### src/rtl/reg_file_sb.sv
// Multi-port register file with write bypass, optional zero register and a reserve/busy scoreboard.
// Reads are combinational, writes land at the next edge; the only backpressure is rsv_ready refusing busy registers.
module reg_file_sb #(
  parameter int DATA_WIDTH = 16,
  parameter int NUM_REGS   = 8,
  parameter int ADDR_WIDTH = $clog2(NUM_REGS),
  parameter int NUM_RD     = 2,
  parameter int ZERO_REG   = 0,
  parameter int BYPASS     = 1
) (
  input  logic                         clk,
  input  logic                         reset,
  input  logic                         we0,
  input  logic [ADDR_WIDTH-1:0]        waddr0,
  input  logic [DATA_WIDTH-1:0]        wdata0,
  input  logic                         we1,
  input  logic [ADDR_WIDTH-1:0]        waddr1,
  input  logic [DATA_WIDTH-1:0]        wdata1,
  input  logic [NUM_RD*ADDR_WIDTH-1:0] raddr,
  output logic [NUM_RD*DATA_WIDTH-1:0] rdata,
  output logic [NUM_RD-1:0]            rbusy,
  input  logic                         rsv_valid,
  input  logic [ADDR_WIDTH-1:0]        rsv_addr,
  output logic                         rsv_ready,
  output logic [NUM_REGS-1:0]          busy_vec,
  output logic                         conflict
);

  // One extra bit so the range check never degenerates to a constant compare.
  localparam logic [ADDR_WIDTH:0] LIMIT = (ADDR_WIDTH + 1)'(NUM_REGS);

  function automatic logic in_range(input logic [ADDR_WIDTH-1:0] a);
    return {1'b0, a} < LIMIT;
  endfunction

  function automatic logic writable(input logic [ADDR_WIDTH-1:0] a);
    return in_range(a) && !(ZERO_REG != 0 && a == '0);
  endfunction

  logic [DATA_WIDTH-1:0] mem [NUM_REGS];
  logic [NUM_REGS-1:0]   busy_nxt;
  logic                  wv0;
  logic                  wv1;

  assign wv0 = we0 && writable(waddr0);
  assign wv1 = we1 && writable(waddr1);

  always_comb begin
    logic [ADDR_WIDTH-1:0] ra;
    ra    = '0;
    rdata = '0;
    rbusy = '0;
    for (int k = 0; k < NUM_RD; k++) begin
      ra = raddr[k*ADDR_WIDTH +: ADDR_WIDTH];
      if (in_range(ra)) rbusy[k] = busy_vec[ra];
      if (writable(ra)) begin
        // Port 1 is checked first so the bypass matches what the edge will store.
        if (BYPASS != 0 && wv1 && waddr1 == ra)
          rdata[k*DATA_WIDTH +: DATA_WIDTH] = wdata1;
        else if (BYPASS != 0 && wv0 && waddr0 == ra)
          rdata[k*DATA_WIDTH +: DATA_WIDTH] = wdata0;
        else
          rdata[k*DATA_WIDTH +: DATA_WIDTH] = mem[ra];
      end
    end
  end

  always_comb begin
    busy_nxt  = busy_vec;
    rsv_ready = 1'b0;
    if (rsv_valid && in_range(rsv_addr)) rsv_ready = !busy_vec[rsv_addr];
    if (wv0) busy_nxt[waddr0] = 1'b0;
    if (wv1) busy_nxt[waddr1] = 1'b0;
    // Reserve is applied after the write clears, so it wins on the same register.
    if (rsv_ready && writable(rsv_addr)) busy_nxt[rsv_addr] = 1'b1;
  end

  always_ff @(posedge clk) begin
    if (reset) begin
      for (int i = 0; i < NUM_REGS; i++) mem[i] <= '0;
      busy_vec <= '0;
      conflict <= 1'b0;
    end else begin
      if (wv0) mem[waddr0] <= wdata0;
      if (wv1) mem[waddr1] <= wdata1;
      busy_vec <= busy_nxt;
      conflict <= we0 && we1 && (waddr0 == waddr1) && in_range(waddr0);
    end
  end

endmodule

### config.mk
export PLATFORM = sky130hd
export DESIGN_NAME = reg_file_sb
export DESIGN_NICKNAME = d
export VERILOG_FILES = /design/src/rtl/reg_file_sb.sv
export SDC_FILE = /design/constraint.sdc
export NUM_CORES = 1
export LEC_CHECK = 0
export CORE_ASPECT_RATIO = 0.6
export CORE_MARGIN = 2
export CORE_UTILIZATION = 60
export CTS_CLUSTER_SIZE = 40
export DETAILED_ROUTE_END_ITERATION = 7
export GPL_TIMING_DRIVEN = 0
export PLACE_DENSITY = 0.83
export SETUP_SLACK_MARGIN = 0.4
export SKIP_CTS_REPAIR_TIMING = 1
export SYNTH_ARGS = -nofsm -noshare
export SYNTH_HDL_FRONTEND = slang
export SYNTH_SLANG_ARGS = --single-unit
### constraint.sdc
create_clock -name clk -period 5.5 [get_ports clk]
set_input_delay 1.1 -clock clk [delete_from_list [all_inputs] [get_ports clk]]
set_output_delay 1.1 -clock clk [all_outputs]
set_load 0.01 [all_outputs]
==> impl_metrics.xml <==
<?xml version="1.0" encoding="UTF-8"?>
<metrics>
  <group name="floorplan">
    <metric name="core_area" unit="sq mm">0.01515</metric>
    <metric name="io_pins" unit="">96</metric>
    <metric name="initial_core_util" unit="">0.6073</metric>
    <metric name="die-width" unit="microns">163.9</metric>
    <metric name="die_outline_height" unit="microns">99.93</metric>
    <metric name="fp.dieArea" unit="sq mm">0.01637</metric>
    <metric name="placement_rows" unit="">35</metric>
  </group>
  <group name="sta">
    <metric name="setup_repair_after_global_routing_missed_its_margin" unit="">false</metric>
    <metric name="clock.fmax" unit="GHz">0.2019</metric>
    <metric name="tightestPinTransition" unit="ns">1.175</metric>
    <metric name="finalWorstPathRequiredPeriod" unit="ns">4.953</metric>
    <metric name="layout_setup_ws" unit="ns">0.5472</metric>
    <metric name="finalCritPeriodShare" unit="">0.9005</metric>
    <metric name="setup-tns-final" unit="ns">0</metric>
    <metric name="timing_max_transition_violations_final" unit="">0</metric>
    <metric name="final-hold-violation-count" unit="">0</metric>
    <metric name="final.setup_skew" unit="ns">0.001825</metric>
    <metric name="setup_viol" unit="">0</metric>
    <metric name="max-slew-margin-rel" unit="">0.2107</metric>
  </group>
  <group name="clock_network">
    <metric name="clk_latency" unit="ns">0.42</metric>
    <metric name="clock_tree_from_tritoncts" unit="">done</metric>
    <metric name="cts-root-to-sink-buffers" unit="">2</metric>
    <metric name="cts.reportedPaths.clkPinSlew" unit="ns">0.06</metric>
    <metric name="ctsHtreeMaxLevel" unit="">4</metric>
    <metric name="cts_root_buffer" unit="">sky130_fd_sc_hd__clkbuf_16</metric>
    <metric name="number_of_clock_buffers_inserted_by_tritoncts" unit="">17</metric>
    <metric name="tritoncts_num_sinks" unit="">137</metric>
  </group>
  <group name="pwr">
    <metric name="power_report.internal_total" unit="mW">2.235</metric>
    <metric name="leakage" unit="nW">4.043</metric>
    <metric name="seq_power_share" unit="">0.410</metric>
    <metric name="total_switching_power" unit="mW">0.8577</metric>
    <metric name="clkPwrFrac" unit="">0.388</metric>
    <metric name="cellPowerDensity" unit="mW/mm^2">291.9</metric>
    <metric name="power.switching_fraction" unit="">0.2773</metric>
    <metric name="vdd_drop_max" unit="mV">0.2636</metric>
    <metric name="comb_power_share" unit="">0.203</metric>
  </group>
  <group name="layout">
    <metric name="nNetsFinal" unit="">782</metric>
    <metric name="fillerInstances" unit="">1012</metric>
    <metric name="antenna_cells_inserted" unit="">0</metric>
    <metric name="flow.area_growth_from_synthesis" unit="%">15.16</metric>
    <metric name="layout_cell_share_with_drive_strength_beyond_1" unit="">0.1602</metric>
  </group>
  <group name="synth">
    <metric name="ys_async_sr_fraction" unit="">0</metric>
    <metric name="synth_fp_nets" unit="">709</metric>
    <metric name="synth_cell_type_count" unit="">43</metric>
    <metric name="post_synth.cell_area_avg" unit="sq um">14.01</metric>
    <metric name="syn-instance-count" unit="">657</metric>
    <metric name="synth_commonest_cells" unit="">sky130_fd_sc_hd__a22o_1, sky130_fd_sc_hd__edfxtp_1, sky130_fd_sc_hd__mux4_1</metric>
    <metric name="post-synth-top-area-fraction" unit="">0.4177</metric>
    <metric name="synth_seq_cells" unit="">137</metric>
    <metric name="yosysWarnings" unit="">0</metric>
    <metric name="mappedNetlistArea" unit="sq mm">0.009201</metric>
    <metric name="ys_seq_area_frac" unit="">0.4373</metric>
    <metric name="synth-edff-count" unit="">128</metric>
    <metric name="synth_most_common_cell" unit="">sky130_fd_sc_hd__a22o_1</metric>
    <metric name="synth_top_area_cell" unit="">sky130_fd_sc_hd__edfxtp_1</metric>
    <metric name="synth_ff_type" unit="">sky130_fd_sc_hd__edfxtp_1</metric>
    <metric name="ys_top_cells_by_area" unit="">sky130_fd_sc_hd__edfxtp_1, sky130_fd_sc_hd__mux4_1, sky130_fd_sc_hd__a22o_1</metric>
  </group>
  <group name="global_route">
    <metric name="grt_first_pass_wirelength" unit="microns">43790</metric>
    <metric name="antenna_found_initial" unit="">1</metric>
    <metric name="grt_max_degree" unit="">17</metric>
    <metric name="total_congestion_overflow" unit="">0</metric>
    <metric name="global_route.usage.total" unit="">0.3805</metric>
    <metric name="grt_pass1_vias" unit="">6965</metric>
  </group>
  <group name="detailed_routing">
    <metric name="drt_iter0_drc" unit="">1017</metric>
    <metric name="vias_per_cell" unit="">7.665</metric>
    <metric name="route.detailed.wl_per_inst" unit="microns">32.29</metric>
    <metric name="wirelength" unit="microns">30550</metric>
    <metric name="vias" unit="">7251</metric>
    <metric name="ant_nets" unit="">0</metric>
    <metric name="drt_pre_antenna_iters" unit="">8</metric>
    <metric name="detail_route.drc_violations" unit="">6</metric>
  </group>
  <group name="setup_path">
    <metric name="setup.worst_path.end_class" unit="">output pin</metric>
    <metric name="cpMostUsedCell" unit="">sky130_fd_sc_hd__clkdlybuf4s50_1</metric>
    <metric name="worst-endpoint-arrival" unit="ns">3.85</metric>
    <metric name="worstSetupPathType" unit="">input pin to output pin</metric>
    <metric name="critical_path.cell_chain" unit="">clkdlybuf4s50_1 -&gt; buf_2 -&gt; buf_1 -&gt; mux2_2 -&gt; mux2i_1 -&gt; o21ai_1 -&gt; clkdlybuf4s50_1</metric>
    <metric name="worst_setup_path_start_kind" unit="">input pin</metric>
    <metric name="path_max_fanout" unit="">10</metric>
    <metric name="cp_max_stage_cell" unit="">sky130_fd_sc_hd__buf_1</metric>
    <metric name="worst-endpoint-required" unit="ns">4.40</metric>
    <metric name="max_stage_delay" unit="ns">0.76</metric>
  </group>
  <group name="place">
    <metric name="gp_congestion" unit="">1.021</metric>
    <metric name="post-dp-hpwl" unit="microns">21220</metric>
    <metric name="buffer_ports.inserted" unit="">54</metric>
    <metric name="dp_slack" unit="ns">0.6113</metric>
  </group>
  <group name="outcome">
    <metric name="violations_in_the_final_reports" unit="">design-rule violations</metric>
    <metric name="status" unit="">finished, violations left</metric>
  </group>
  <group name="job">
    <metric name="drv.max_cap_violation_count" unit="">0</metric>
  </group>
  <group name="worst_hold_path">
    <metric name="hp-class" unit="">flip-flop to flip-flop</metric>
  </group>
</metrics>
-- sequential cells by signal, indices dropped and copies added (netlist names) --
signal / cells
conflict: 1
busy_vec: 8
mem: 128
-- cells by family after synthesis --
kind of cell / synth area share
DFF: 0.4373
AOI/OAI and AO/OA: 0.1579
buffers and inverters: 0.05969
and+or+nand+nor: 0.05630
muxes: 0.2745
xor gates and xnor gates: 0.01428
-- cell usage in the layout (no fill, tap or decap), types with 3 or more instances in the layout --
cell type                           n
sky130_fd_sc_hd__buf_12             6
sky130_fd_sc_hd__nor3_1             7
sky130_fd_sc_hd__buf_2             19
sky130_fd_sc_hd__nand3b_1           5
sky130_fd_sc_hd__mux4_1            68
sky130_fd_sc_hd__clkbuf_16         17
sky130_fd_sc_hd__a32o_1             8
sky130_fd_sc_hd__clkinv_2           3
sky130_fd_sc_hd__buf_6              3
sky130_fd_sc_hd__buf_4              9
sky130_fd_sc_hd__clkbuf_1          34
sky130_fd_sc_hd__inv_6              3
sky130_fd_sc_hd__mux2_2            35
sky130_fd_sc_hd__nand2_1           34
sky130_fd_sc_hd__edfxtp_1         128
sky130_fd_sc_hd__bufinv_16          3
sky130_fd_sc_hd__o21ai_1           32
sky130_fd_sc_hd__a22o_1           129
sky130_fd_sc_hd__dfxtp_1            9
sky130_fd_sc_hd__nor3_2             4
sky130_fd_sc_hd__clkdlybuf4s50_1   54
sky130_fd_sc_hd__buf_1             20
sky130_fd_sc_hd__clkinvlp_4         3
sky130_fd_sc_hd__nor4_2             4
sky130_fd_sc_hd__inv_1              9
sky130_fd_sc_hd__nor2_1            16
sky130_fd_sc_hd__mux2i_1           33
sky130_fd_sc_hd__nor2b_1            3
sky130_fd_sc_hd__xnor2_1           13
-- worst max-delay path, delay by kind of cell --
kind	cells	cell delay, ns
mux	2	0.58
buf+inv	4	2.05
compound gates	1	0.12
-- path summary, 6_finish.rpt --
path	startpoint	to	slack (ns)	cells after the start
worst min-delay path	busy_vec[0]$_SDFF_PP0_	busy_vec[0]$_SDFF_PP0_	0.57	1
worst max-delay path	raddr[1]	rdata[13]	0.55	7
worst min register to register	busy_vec[0]$_SDFF_PP0_	busy_vec[0]$_SDFF_PP0_	0.57	1
worst max register to register	busy_vec[1]$_SDFF_PP0_	busy_vec[2]$_SDFF_PP0_	3.84	4
-- power groups by stage --
| stage | Clock, mW | Combinational (mW) | Sequential (mW) |
|---|---|---|---|
| final | 1.20 | 0.627 | 1.27 |
| after global routing | 1.22 | 0.647 | 1.27 |
| after CTS | 1.18 | 0.607 | 1.26 |
| after detailed placement | 0 | 0.603 | 1.29 |
| after global placement | 0 | 0.587 | 1.27 |
| after floorplan | 0 | 0.366 | 1.27 |
-- final cells by class --
type | instances | area, sq um | share of cell area
buffer | 90 | 515.5 | 0.04865
clock buffer | 18 | 429.2 | 0.04050
clock inverter | 14 | 171.4 | 0.01618
inverter | 9 | 33.78 | 0.003188
multi-input combinational | 421 | 4628 | 0.4368
sequential | 137 | 4024 | 0.3797
tap | 203 | 254.0 | 0.02397
timing repair buffer | 54 | 540.5 | 0.05101
-- through the flow --
stage                     instances    util  total power, mW  hold WS (ns)  cell area, sq um
after detailed placement        914  0.6597            1.889        0.5445              9996
after CTS                       946  0.6993            3.049        0.5628             10600
after global placement          914  0.6597            1.858        0.5353              9996
final                           946  0.6993            3.093        0.5725             10600
after floorplan                 657       -            1.632        0.5507              9201
after global routing            946  0.6993            3.142        0.5852             10600
-- routing by layer --
layer,up-vias,wire length [microns],global-route usage
met5,-,39,0
li1,2895,-,-
met3,99,5463,0.1702
met2,687,13000,0.5362
met4,4,768,0.1066
met1,3566,11280,0.5379
Note: power is estimated with default switching activity, not from simulation.
